[src/rtl/seg7_pkg.sv]
// Shared definitions for the seven-segment digit sequencer.
// Provides state encodings, nibble width, blank level and sizing helpers.
package seg7_pkg;

   typedef enum logic [1:0] {
      ST_IDLE = 2'd0,
      ST_SHOW = 2'd1,
      ST_GAP  = 2'd2
   } seq_state_t;

   localparam int NIBBLE_W = 4;

   // Level of digit_valid that blanks the segments.
   localparam logic BLANK = 1'b0;

   function automatic int max_int(input int a, input int b);
      return (a > b) ? a : b;
   endfunction

   // Index width that never collapses to zero bits.
   function automatic int idx_width(input int n);
      return (n > 1) ? $clog2(n) : 1;
   endfunction

endpackage

[src/rtl/nibble_lz_finder.sv]
// Combinational start-index finder for the digit sequencer.
// Ports: i_data (packed nibbles) -> o_start (first nibble index to show).
module nibble_lz_finder
   import seg7_pkg::*;
#(
   parameter int NUM_DIGITS  = 4,
   parameter bit LZ_SUPPRESS = 1'b1
) (
   input  logic [NUM_DIGITS*NIBBLE_W-1:0]   i_data,
   output logic [idx_width(NUM_DIGITS)-1:0] o_start
);

   localparam int IW = idx_width(NUM_DIGITS);

   // Highest nonzero nibble wins; an all-zero value leaves index 0.
   always_comb begin
      o_start = '0;
      if (LZ_SUPPRESS) begin
         for (int i = 1; i < NUM_DIGITS; i++) begin
            if (i_data[i*NIBBLE_W +: NIBBLE_W] != '0) begin
               o_start = IW'(i);
            end
         end
      end else begin
         o_start = IW'(NUM_DIGITS - 1);
      end
   end

endmodule

[src/rtl/seg7_digit_sequencer.sv]
// Feeds a seven-segment nibble decoder one hex digit at a time, MSB first.
// Ports: i_clk, i_rst (sync, active-high), i_load_valid/o_load_ready/
// i_load_data load port, o_digit, o_digit_valid, o_digit_last, o_done.
module seg7_digit_sequencer
   import seg7_pkg::*;
#(
   parameter int NUM_DIGITS   = 4,
   parameter int DWELL_CYCLES = 1000,
   parameter int GAP_CYCLES   = 250,
   parameter bit LZ_SUPPRESS  = 1'b1,
   parameter bit REPEAT       = 1'b0
) (
   input  logic                           i_clk,
   input  logic                           i_rst,
   input  logic                           i_load_valid,
   output logic                           o_load_ready,
   input  logic [NUM_DIGITS*NIBBLE_W-1:0] i_load_data,
   output logic [NIBBLE_W-1:0]            o_digit,
   output logic                           o_digit_valid,
   output logic                           o_digit_last,
   output logic                           o_done
);

   localparam int DW = NUM_DIGITS * NIBBLE_W;
   localparam int IW = idx_width(NUM_DIGITS);
   localparam int TW = $clog2(max_int(DWELL_CYCLES, GAP_CYCLES) + 1);
   localparam bit HAS_GAP = (GAP_CYCLES > 0);

   localparam logic [TW-1:0] DW_LAST = TW'(DWELL_CYCLES - 1);
   localparam logic [TW-1:0] GP_LAST =
      TW'((GAP_CYCLES > 0) ? GAP_CYCLES - 1 : 0);

   seq_state_t          r_state;
   logic [DW-1:0]       r_value;
   logic [IW-1:0]       r_start;
   logic [IW-1:0]       r_idx;
   logic [TW-1:0]       r_timer;
   logic [NIBBLE_W-1:0] r_digit;
   logic                r_valid;
   logic                r_last;
   logic                r_done;

   logic [IW-1:0]       w_start;
   logic [IW-1:0]       w_next_idx;
   logic [NIBBLE_W-1:0] w_load_nib;
   logic [NIBBLE_W-1:0] w_step_nib;
   logic [NIBBLE_W-1:0] w_rpt_nib;
   logic                w_load_ready;
   logic                w_accept;
   logic                w_show_end;
   logic                w_gap_end;
   logic                w_step;

   function automatic logic [NIBBLE_W-1:0] nib_at(
      input logic [DW-1:0] v,
      input logic [IW-1:0] i
   );
      logic [NIBBLE_W-1:0] n;
      n = '0;
      for (int k = 0; k < NUM_DIGITS; k++) begin
         if (IW'(k) == i) n = v[k*NIBBLE_W +: NIBBLE_W];
      end
      return n;
   endfunction

   nibble_lz_finder #(
      .NUM_DIGITS  (NUM_DIGITS),
      .LZ_SUPPRESS (LZ_SUPPRESS)
   ) u_lz (
      .i_data  (i_load_data),
      .o_start (w_start)
   );

   assign w_load_ready = (r_state == ST_IDLE) || REPEAT;
   assign w_accept     = i_load_valid && w_load_ready;
   assign w_show_end   = (r_state == ST_SHOW) && (r_timer == DW_LAST);
   assign w_gap_end    = (r_state == ST_GAP) && (r_timer == GP_LAST);
   // Without a gap the end of SHOW is itself the step to the next nibble.
   assign w_step       = (w_show_end && !HAS_GAP) || w_gap_end;
   assign w_next_idx   = r_idx - IW'(1);
   assign w_load_nib   = nib_at(i_load_data, w_start);
   assign w_step_nib   = nib_at(r_value, w_next_idx);
   assign w_rpt_nib    = nib_at(r_value, r_start);

   always_ff @(posedge i_clk) begin
      if (i_rst) begin
         r_state <= ST_IDLE;
         r_value <= '0;
         r_start <= '0;
         r_idx   <= '0;
         r_timer <= '0;
         r_digit <= '0;
         r_valid <= BLANK;
         r_last  <= 1'b0;
         r_done  <= 1'b0;
      end else begin
         r_done <= 1'b0;
         // A new load overrides any pass in flight; that pass gets no done.
         if (w_accept) begin
            r_state <= ST_SHOW;
            r_value <= i_load_data;
            r_start <= w_start;
            r_idx   <= w_start;
            r_timer <= '0;
            r_digit <= w_load_nib;
            r_valid <= 1'b1;
            r_last  <= (w_start == '0);
         end else if (w_step) begin
            r_timer <= '0;
            if (r_idx != '0) begin
               r_state <= ST_SHOW;
               r_idx   <= w_next_idx;
               r_digit <= w_step_nib;
               r_valid <= 1'b1;
               r_last  <= (w_next_idx == '0);
            end else begin
               r_done <= 1'b1;
               if (REPEAT) begin
                  r_state <= ST_SHOW;
                  r_idx   <= r_start;
                  r_digit <= w_rpt_nib;
                  r_valid <= 1'b1;
                  r_last  <= (r_start == '0);
               end else begin
                  r_state <= ST_IDLE;
                  r_valid <= BLANK;
                  r_last  <= 1'b0;
               end
            end
         end else if (w_show_end) begin
            r_state <= ST_GAP;
            r_timer <= '0;
            r_valid <= BLANK;
            r_last  <= 1'b0;
         end else if (r_state != ST_IDLE) begin
            r_timer <= r_timer + TW'(1);
         end
      end
   end

   assign o_load_ready  = w_load_ready;
   assign o_digit       = r_digit;
   assign o_digit_valid = r_valid;
   assign o_digit_last  = r_last;
   assign o_done        = r_done;

endmodule
[config.mk]
export PLATFORM = sky130hd
export DESIGN_NAME = seg7_digit_sequencer
export DESIGN_NICKNAME = d
export VERILOG_FILES = /design/src/rtl/seg7_pkg.sv /design/src/rtl/nibble_lz_finder.sv /design/src/rtl/seg7_digit_sequencer.sv
export SDC_FILE = /design/constraint.sdc
export NUM_CORES = 1
export LEC_CHECK = 0
export ABC_AREA = 0
export CELL_PAD_IN_SITES_DETAIL_PLACEMENT = 0
export CELL_PAD_IN_SITES_GLOBAL_PLACEMENT = 2
export CORE_UTILIZATION = 30
export DETAILED_ROUTE_END_ITERATION = 10
export GPL_TIMING_DRIVEN = 1
export PLACE_DENSITY_LB_ADDON = 0.1
export SYNTH_ARGS = -nofsm -noshare
export SYNTH_HDL_FRONTEND = slang
export SYNTH_SLANG_ARGS = --single-unit
export TNS_END_PERCENT = 100
[constraint.sdc]
create_clock -name i_clk -period 2.8 [get_ports i_clk]
set_input_delay 0.7 -clock i_clk [delete_from_list [all_inputs] [get_ports i_clk]]
set_output_delay 0.7 -clock i_clk [all_outputs]
set_load 0.1 [all_outputs]
==> After elaboration in Yosys (flattened, before gate mapping) <==
Index checks and enable logic that the tools add are counted.
{ "op_classes": {"addsub": 2, "n_eq_ne": 10, "n_mux": 29, "bitwise": 1, "reduce_logical": 19} }
{ "op_table": {"columns": ["cell", "n"], "rows": [
  ["two-way mux 4 bit", 11],
  ["two-way mux 2 bit", 7],
  ["nonzero test 4 bit", 3],
  ["two-way mux 1 bit", 11],
  ["adder 10 x 1 -> 10 bit (second input constant)", 1],
  ["== test 10 bit (second input constant)", 1],
  ["== test 10 x 8 -> 1 bit (second input constant)", 1],
  ["nonzero test 2 bit", 5],
  ["== test 2 bit (first input constant)", 4],
  ["logical NOT 2 bit", 3],
  ["== test 1 x 2 -> 1 bit (first input constant)", 2],
  ["OR reduction 4 bit", 1],
  ["logical AND 1 bit", 3],
  ["nonzero test 3 bit", 1],
  ["OR reduction 3 bit", 1],
  ["== test 2 x 1 -> 1 bit (second input constant)", 1],
  ["== test 2 bit (second input constant)", 1],
  ["AND reduction 2 bit", 1],
  ["OR reduction 2 bit", 1],
  ["subtractor 2 x 1 -> 2 bit (second input constant)", 1],
  ["NOT 1 bit", 1]
]} }
{ "word_totals": {"regBits": 37, "input_bits": 19, "out_inout_bits": 8, "elab_cells": 70} }

==> Longest topological paths before layout <==
Gate-level depths: netlist (run 1).
{ "depth": {"word_depth": 10, "mapped_depth": 7, "mapped_depth_nobuf": 6} }

==> Hierarchy <==
From an unflattened synthesis (run 1), not the netlist that was laid out.
{ "unflattened": {"hier_cells": 210, "area_unflattened_um2": 1851.8} }
{ "by_module_without_submodules": {"columns": ["mod", "instances", "cells_per_inst", "area_per_inst_um2", "seq_area_each_um2"], "rows": [
  ["seg7_digit_sequencer", 1, 205, 1818.0, 720.7],
  ["nibble_lz_finder", 1, 5, 33.8, 0.0]
]} }

==> Worst setup path before layout (run 1) <==
OpenSTA, ideal clock, no wires.
{ "synth_timing": {"path_type": "register -> register", "start": "register r_state[0]", "end": "register r_digit[1], in the netlist o_digit[1]", "setup_ns": 0.095, "t_arrival_ns": 3.119, "t_required_ns": 2.705, "slack_ns": -0.414, "path_stages_with_launch": 5, "path_buffers": 1, "period_less_slack_ns": 3.214, "cell_sequence": "dfxtp_1 -> nor2_1 -> nand2_1 -> clkbuf_1 -> a221oi_1"} }
{ "synth_between": {"elab_chain_cells": 4, "word_cells_on_any_way": 8, "classes_between": "eq/ne: 1; mux: 1; reduce/logical: 6"} }
{ "synth_lines": {"columns": ["item", "line", "text"], "rows": [
  ["start, declared", "seg7_digit_sequencer.sv:33", "seq_state_t r_state;"],
  ["start signal, assigned", "seg7_digit_sequencer.sv:87", "r_state <= ST_IDLE;"],
  ["start signal, assigned", "seg7_digit_sequencer.sv:100", "r_state <= ST_SHOW;"],
  ["start signal, assigned", "seg7_digit_sequencer.sv:111", "r_state <= ST_SHOW;"],
  ["logical NOT 2 bit *", "seg7_digit_sequencer.sv:74", "assign w_load_ready = (r_state == ST_IDLE) || REPEAT;"],
  ["net o_load_ready", "seg7_digit_sequencer.sv:16", "output logic o_load_ready,"],
  ["logical AND 1 bit *", "seg7_digit_sequencer.sv:75", "assign w_accept = i_load_valid && w_load_ready;"],
  ["nonzero test 2 bit (no source line)", null, null],
  ["AND reduction 2 bit (no source line)", null, null],
  ["end signal, assigned", "seg7_digit_sequencer.sv:105", "r_digit <= w_load_nib;"],
  ["end signal, assigned", "seg7_digit_sequencer.sv:113", "r_digit <= w_step_nib;"],
  ["end signal, assigned", "seg7_digit_sequencer.sv:121", "r_digit <= w_rpt_nib;"],
  ["end, declared", "seg7_digit_sequencer.sv:38", "logic [NIBBLE_W-1:0] r_digit;"]
]} }
Mark *: on every way through the listed nets, which the timed path passes. The rest lies on a longest branch.
A chain may end at the register's enable or synchronous reset.

==> Worst setup path after layout (run 1) <==
{ "layout_timing": {"start": "register r_state[1]", "end": "register r_digit[0], in the netlist o_digit[0]"} }
{ "layout_between": {"elab_chain_cells": 4, "word_cells_on_any_way": 8, "classes_between": "eq/ne: 1; mux: 1; reduce/logical: 6"} }
{ "layout_lines": {"columns": ["item", "line"], "rows": [
  ["== test 2 bit / logical NOT 2 bit (equally long branches)", "seg7_digit_sequencer.sv:77, seg7_digit_sequencer.sv:74"],
  ["logical AND 1 bit (on tied branches)", "seg7_digit_sequencer.sv:77, seg7_digit_sequencer.sv:75"],
  ["nonzero test 2 bit (no source line)", null],
  ["AND reduction 2 bit (no source line)", null]
]} }
Parallel ways exist; a longest one is shown, timed or not.

==> PnR_summary.wiki, run 1 <==
{| class="wikitable"
! Metric !! Value
|-
| R2R Path Start || r_state[1]
|-
| Switching power || between 0.3 and 0.4 mW
|-
| CTS tree || yes
|-
| Setup TNS || 0 ps
|-
| Part of the power in combinational logic || between 20% and 30%
|-
| Syn Inst Count || about 210
|-
| Count of flip-flops with a built-in enable after synthesis || 0
|-
| Hold Path End || r_value[5]
|-
| Largest net degree at the start of global routing || 23
|-
| Cell Int Power || a little over 0.7 mW
|-
| LEAKAGE || just over 0.7 nW
|-
| Crit share post-route || between 70 and 80%
|-
| # DRC || 0
|-
| Via count of the first global-routing pass || about 1500
|-
| Number of search-and-repair iterations in the first detailed-routing pass || 4
|-
| Clock latency at the later pin of the worst-skew pair || around 280 ps
|-
| Total vias in the final route || 1548
|-
| Hold Fails Final Rpt || 0
|-
| Seq/Total Area, Yosys || roughly two fifths
|-
| Portion of synthesized cell area occupied by the leading cell type || between 30% and 40%
|-
| Post-route antenna net violation count || 0
|-
| Detailed-route wire length || about 4400 microns
|-
| Number of buffers added by the clock tree synthesis step || 5
|-
| Max Root-Sink Buffers || 2
|-
| Top area cells in the synthesized netlist || dfxtp_1 (39%), a21oi_1 (7.2%), nand2_1 (7.0%)
|-
| Post-synthesis area per instance || about 8.1 sq um
|-
| Minimum setup slack among reg-to-reg paths || around 620 ps
|-
| Destination of the worst register-to-register timing path || o_digit[0]
|-
| Total die area || about 6000 sq um
|-
| Max-Slew Margin vs Limit || between 50% and 60%
|-
| I/O pin count || 27
|-
| Start-to-end type of the worst setup path || reg2reg
|-
| Cell row count || 26
|-
| Max FO, Critical Path || 8
|-
| Max capacitance violation total || 0
|-
| Async SR Flop Fraction || 0%
|-
| Worst hold slack after final layout || about 460 ps
|-
| RSZ-0062 raised after global routing || false
|-
| Fraction of final layout cells with drive strength greater than 1 || around 11%
|-
| Number of storage elements in the synthesis netlist || 32
|-
| Min Clock Period, post-route || approximately 2200 ps
|-
| Top achievable clock speed || between 400 and 500 MHz
|-
| Worst slew pin tran || just over 600 ps
|-
| Unique masters post-synth || 36
|-
| Clock network fraction of total power || a little under a third
|-
| H-tree levels || 2
|-
| PwrDens || approximately 510 nW/um^2
|-
| Number of buffers added to fix hold violations after cts || 0
|-
| Final routed wire length divided by cell count || between 10 and 15 microns
|-
| Master of the slowest instance on the critical path || nor4_4
|-
| Path category of the worst min-delay check || reg2reg
|-
| Yosys Warn Count || 0
|-
| Final weighted congestion in routability-driven placement || ~0.84
|-
| Required @ worst endpoint || between 2000 and 3000 ps
|-
| Cell Chain, Critical Path || or4b_4, nor4_4, mux2i_1, a221oi_1
|-
| Final net count || between 200 and 300
|-
| Number of setup violations in the final report || 0
|-
| Fin. max-slew vios || 0
|-
| HPWL after detailed placement || approximately 3400 microns
|-
| Inserted Diodes || 0
|-
| Number of DRC violations after detailed-routing iteration 0 || 74
|-
| Count of port buffers added during placement || 26
|-
| Peak ir drop on the vdd network || between 0.15 and 0.2 mV
|-
| P&R area growth vs syn || 24.9%
|-
| Ratio of routed vias to standard cells || slightly above 5
|-
| Switch share || a little under a third
|-
| Chip width || 76.4 microns
|-
| Netlist area before placement || 1660 sq um
|-
| Post-CTS Setup Bufs || 0
|-
| Die height || approximately 76 microns
|-
| Library cell with the highest instance count after synthesis || dfxtp_1
|-
| First-pass GRT wire length || slightly above 7000 microns
|-
| CTS-repair resized insts || 0
|-
| Syn_nets || 230
|-
| Outcome || complete, no violations
|-
| Global-route congestion overflow total || 0
|-
| Initial standard-cell utilization of the core || between 30% and 40%
|-
| Clock-pin slew on the worst setup and hold paths || about 70 ps
|-
| Cells on Worst Hold Path || 2
|-
| Number of antenna violations at the first check in global routing || 0
|-
| CTS Root Cell || clkbuf_8
|-
| Power, Total || ~1.0 mW
|-
| Clock sink count || 32
|-
| Final worst clock skew || 6.36 ps
|-
| Slowest cell delay on critical path || between 500 and 600 ps
|-
| Type of destination of the critical path || flop
|-
| Gr usage total || between 15 and 20%
|-
| Sequential group share of total power || a little under half
|-
| Most numerous cell types in the synthesized netlist || dfxtp_1 (32), nand2_1 (31), a21oi_1 (24)
|-
| Ys flop type || dfxtp_1
|-
| Kind of launch point of the worst setup path || flop
|-
| Yosys top cell by area || dfxtp_1
|-
| Critical hold path startpoint || r_value[5]
|-
| Data arrival time of the critical path || 2360 ps
|-
| Count of cells along the worst register-to-register path || 4
|-
| Core Region || about 5200 sq um
|}
[area by class of cell]
class	count	area [sq um]
sequential	32	641
clock buffer	6	72.6
multi-input combinational	152	947
clock inverter	1	5.00
tap	70	87.6
timing repair buffer	31	278
fill	535	3130
inverter	11	41.3
[per-layer routing]
| layer | global-route usage, % | part of all wire, % |
|---|---|---|
| met5 | 0 | 0 |
| met1 | 18.5 | 43 |
| met4 | 5.19 | 0.59 |
| met2 | 28.3 | 52 |
| met3 | 3.59 | 4.6 |
[sequential cells by signal, summed over array words and instances, names as in the netlist]
register	flops
r_idx	2
r_timer	10
o_done	1
r_state	2
o_digit	4
o_digit_last	1
r_value	12
[worst max-delay path by stage]
| stage | startpoint | end | slack (ps) | depth (start not counted) |
|---|---|---|---|---|
| 2_1_floorplan | r_state[0] | o_digit[1] | 190 | 4 |
| 3_3_place_gp | i_load_data[12] | o_digit[3] | 460 | 6 |
| 3_5_place_dp | i_load_data[12] | o_digit[0] | 410 | 6 |
| 4_1_cts | r_state[1] | r_timer[3] | 600 | 5 |
| 5_1_grt | r_state[1] | o_digit[1] | 460 | 4 |
| 6_report | r_state[1] | o_digit[0] | 620 | 4 |
[through the flow]
stage | utilization [%] | cell area, sq um | setup WS, ps | std cells
global placement | 38.3 | 1990 | 464 | 296
CTS | 39.8 | 2070 | 599 | 303
detailed placement | 38.3 | 1990 | 407 | 296
global route | 39.8 | 2070 | 456 | 303
floorplan | - | 1660 | 193 | 205
finish | 39.8 | 2070 | 624 | 303
[cells by family after synthesis]
family,after synthesis,share of synthesized area [%]
AO/OA/AOI/OAI,46,17.2
XOR/XNOR,10,5.28
multiplexers,5,3.02
flip-flops,32,38.6
buffers and inverters,21,4.75
AND/OR/NAND/NOR,85,26.6
adder cells (fa/ha/maj),6,4.52
[worst max-delay path: cells and delay by family, from the launching register on]
| family | cells | cell delay, ps |
|---|---|---|
| compound gates | 1 | 300 |
| flops | 1 | 480 |
| mux | 1 | 170 |
| simple gates | 2 | 1130 |
[placed cells by master, fill, tap and decap left out, drive strengths merged, types with 2 or more instances in the layout]
cell type	instances
nand3b	4
xnor2	7
a21oi	24
nor2b	4
ha	6
nor4	4
dfxtp	32
a31oi	5
nor3	13
nor2	13
nand2	31
mux2i	5
or3	4
or2	2
a221oi	4
inv	11
clkbuf	6
xor2	3
clkdlybuf4s50	18
a211oi	5
nand3	2
buf	13
nand4	2
[power groups by stage]
| stage | sequential [mW] | combinational [mW] | clock (mW) |
|---|---|---|---|
| 2_1_floorplan | 0.554 | 0.0962 | 0 |
| 3_3_place_gp | 0.507 | 0.221 | 0 |
| 3_5_place_dp | 0.508 | 0.222 | 0 |
| 4_1_cts | 0.498 | 0.223 | 0.340 |
| 5_1_grt | 0.501 | 0.238 | 0.360 |
| 6_report | 0.498 | 0.222 | 0.327 |
Note: power is estimated with default switching activity, not from simulation.
==> run 2: changes to the inputs <==
--- a/config.mk
+++ b/config.mk
@@ -8,7 +8,7 @@
 export ABC_AREA = 0
 export CELL_PAD_IN_SITES_DETAIL_PLACEMENT = 0
 export CELL_PAD_IN_SITES_GLOBAL_PLACEMENT = 2
-export CORE_UTILIZATION = 30
+export CORE_UTILIZATION = 27
 export DETAILED_ROUTE_END_ITERATION = 10
 export GPL_TIMING_DRIVEN = 1
 export PLACE_DENSITY_LB_ADDON = 0.1
==> constraint.sdc (replaced) <==
create_clock -name i_clk -period 1.8 [get_ports i_clk]
set_input_delay 0.45 -clock i_clk [delete_from_list [all_inputs] [get_ports i_clk]]
set_output_delay 0.45 -clock i_clk [all_outputs]
set_load 0.1 [all_outputs]
==> PnR_summary.wiki, run 2 (synthesis gave the netlist of run 1 again) <==
{| class="wikitable"
! Metric !! Value
|-
| Outcome || complete, no violations
|-
| Fraction of final layout cells with drive strength greater than 1 || a little over a quarter
|-
| P&R area growth vs syn || 51.8%
|-
| Clock-pin slew on the worst setup and hold paths || 70 ps
|-
| Number of DRC violations after detailed-routing iteration 0 || 31
|-
| Max capacitance violation total || 0
|-
| Number of setup violations in the final report || 0
|-
| Initial standard-cell utilization of the core || 28.0%
|-
| Post-route antenna net violation count || 0
|-
| Setup TNS || 0 ps
|-
| Max-Slew Margin vs Limit || between 70% and 80%
|-
| Register containing the most flip-flops in the final layout || r_value
|-
| Filler cell count || 601
|-
| Ratio of routed vias to standard cells || around 4.9
|-
| Max Root-Sink Buffers || 2
|-
| Largest net degree at the start of global routing || 23
|-
| Power, Total || just under 2 mW
|-
| H-tree levels || 2
|-
| First-pass GRT wire length || roughly 8300 microns
|-
| # DRC || 0
|-
| Number of search-and-repair iterations in the first detailed-routing pass || 4
|-
| Kind of launch point of the worst setup path || flop
|-
| Crit share post-route || a little over nine tenths
|-
| Number of buffers added to fix hold violations after cts || 0
|-
| Clock latency at the later pin of the worst-skew pair || 290 ps
|-
| Fin. max-slew vios || 0
|-
| Type of destination of the critical path || flop
|-
| Core Region || roughly 5900 sq um
|-
| Count of cells along the worst register-to-register path || 5
|-
| I/O pin count || 27
|-
| Peak ir drop on the vdd network || ~0.33 mV
|-
| RSZ-0062 raised after global routing || true
|-
| Gr usage total || between 15 and 20%
|-
| Final worst clock skew || 5.60 ps
|-
| Die height || around 80 microns
|-
| Cells on Worst Hold Path || 2
|-
| Largest register FFs || 12
|-
| Total vias in the final route || between 1500 and 2000
|-
| Number of buffers added by the clock tree synthesis step || 5
|-
| HPWL after detailed placement || roughly 3900 microns
|-
| Top achievable clock speed || between 500 and 600 MHz
|-
| Worst slew pin tran || approximately 430 ps
|-
| Via count of the first global-routing pass || 1746
|-
| Max FO, Critical Path || 7
|-
| Detailed-route wire length || 5000 microns
|-
| LEAKAGE || about 0.95 nW
|-
| CTS Root Cell || clkbuf_8
|-
| Total die area || around 6500 sq um
|-
| Start-to-end type of the worst setup path || reg2reg
|-
| Final weighted congestion in routability-driven placement || 0.770
|-
| Chip width || 80.4 microns
|-
| Cell row count || 28
|-
| Clock sink count || 32
|-
| Required @ worst endpoint || between 1500 and 2000 ps
|-
| Count of port buffers added during placement || 26
|-
| PwrDens || roughly 760 nW/um^2
|-
| CTS tree || yes
|-
| Min Clock Period, post-route || 1730 ps
|-
| Number of antenna violations at the first check in global routing || 0
|-
| Most common cell after layout, fill and taps aside || buf_4
|-
| Data arrival time of the critical path || ~1900 ps
|-
| Global-route congestion overflow total || 0
|-
| Final routed wire length divided by cell count || 14.7 microns
|-
| Path category of the worst min-delay check || reg2reg
|-
| Inserted Diodes || 0
|-
| Final net count || 289
|-
| Most frequent cells in the layout || buf_4 (34), nand2_1 (31), dfxtp_1 (29)
|-
| Hold Fails Final Rpt || 0
|}
-- run 2: cell types whose count changed in the layout (fill, tap and decap cells not counted), moves of 3 or more --
cell and delta:
clkdlybuf4s50_1 -3, buf_4 +21, buf_12 +8, dfxtp_1 -3
-- run 2: power breakdown --
| group | switching (mW) | leakage, nW | internal [mW] |
|---|---|---|---|
| combinational | 0.257 | 0.631 | 0.193 |
| sequential | 0.0266 | 0.263 | 0.744 |
| clock | 0.291 | 0.0585 | 0.411 |
-- run 2: timing repair --
| item | 4_1_cts | 5_1_grt |
|---|---|---|
| setup buffers | 0 | 1 |
| hold endpoints to repair | 0 | 0 |
| gates resized for setup | 4 | 12 |
| gates cloned | 0 | 0 |
| setup endpoints to repair | 4 | 14 |
| pin swaps | 4 | 5 |
-- run 2: final timing paths --
check / endpoint / from / slack, ps
worst max-delay path: o_digit[3] / r_timer[8] / 70
worst min-delay path: r_value[4] / r_value[4] / 460
worst min register to register: r_value[4] / r_value[4] / 460
worst max register to register: o_digit[3] / r_timer[8] / 70
-- run 2: cell type report --
cell class / instances / area [sq um] / share of cell area, %
Clock inverter: 3 / 41.3 / 1.64
Clock buffer: 5 / 68.8 / 2.73
Timing Repair Buffer: 62 / 618 / 24.5
Multi-Input combinational cell: 152 / 1010 / 40.0
Inverter: 11 / 41.3 / 1.64
Tap cell: 75 / 93.8 / 3.73
Sequential cell: 32 / 647 / 25.7
-- run 2: stage by stage --
step           cell area [sq um]  std cells  hold slack [ps]  setup WS, ps  utilization (%)
3_5_place_dp                2340        331              448          -380             39.6
5_1_grt                     2520        340              481         -19.4             42.5
4_1_cts                     2460        339              458          28.8             41.6
6_report                    2520        340              460          68.7             42.5
2_1_floorplan               1690        205              436          -204                -
3_3_place_gp                2340        331              446          -254             39.6
-- run 2: routing by layer --
metal | global-route usage [%] | part of all wire (%)
met4 | 9.46 | 2.2
met3 | 3.52 | 2.6
met2 | 31.1 | 54
met5 | 0 | 0
met1 | 18.6 | 42
-- run 2: worst max-delay path, stage by stage, from the launching register on --
cell	delay [ps]
dfxtp_2	320
or4b_4	570
nor4_4	170
buf_6	200
mux2i_2	250
a221oi_2	100
==> run 3: changes to the inputs <==
--- a/config.mk
+++ b/config.mk
@@ -6,10 +6,12 @@
 export NUM_CORES = 1
 export LEC_CHECK = 0
 export ABC_AREA = 0
+export ABC_CLOCK_PERIOD_IN_PS = 1800
 export CELL_PAD_IN_SITES_DETAIL_PLACEMENT = 0
 export CELL_PAD_IN_SITES_GLOBAL_PLACEMENT = 2
 export CORE_UTILIZATION = 27
 export DETAILED_ROUTE_END_ITERATION = 10
+export GPL_ROUTABILITY_DRIVEN = 1
 export GPL_TIMING_DRIVEN = 1
 export PLACE_DENSITY_LB_ADDON = 0.1
 export SYNTH_ARGS = -nofsm -noshare
==> results of run 3 <==
Final layout, timing and power as in run 2 (identical DEF).
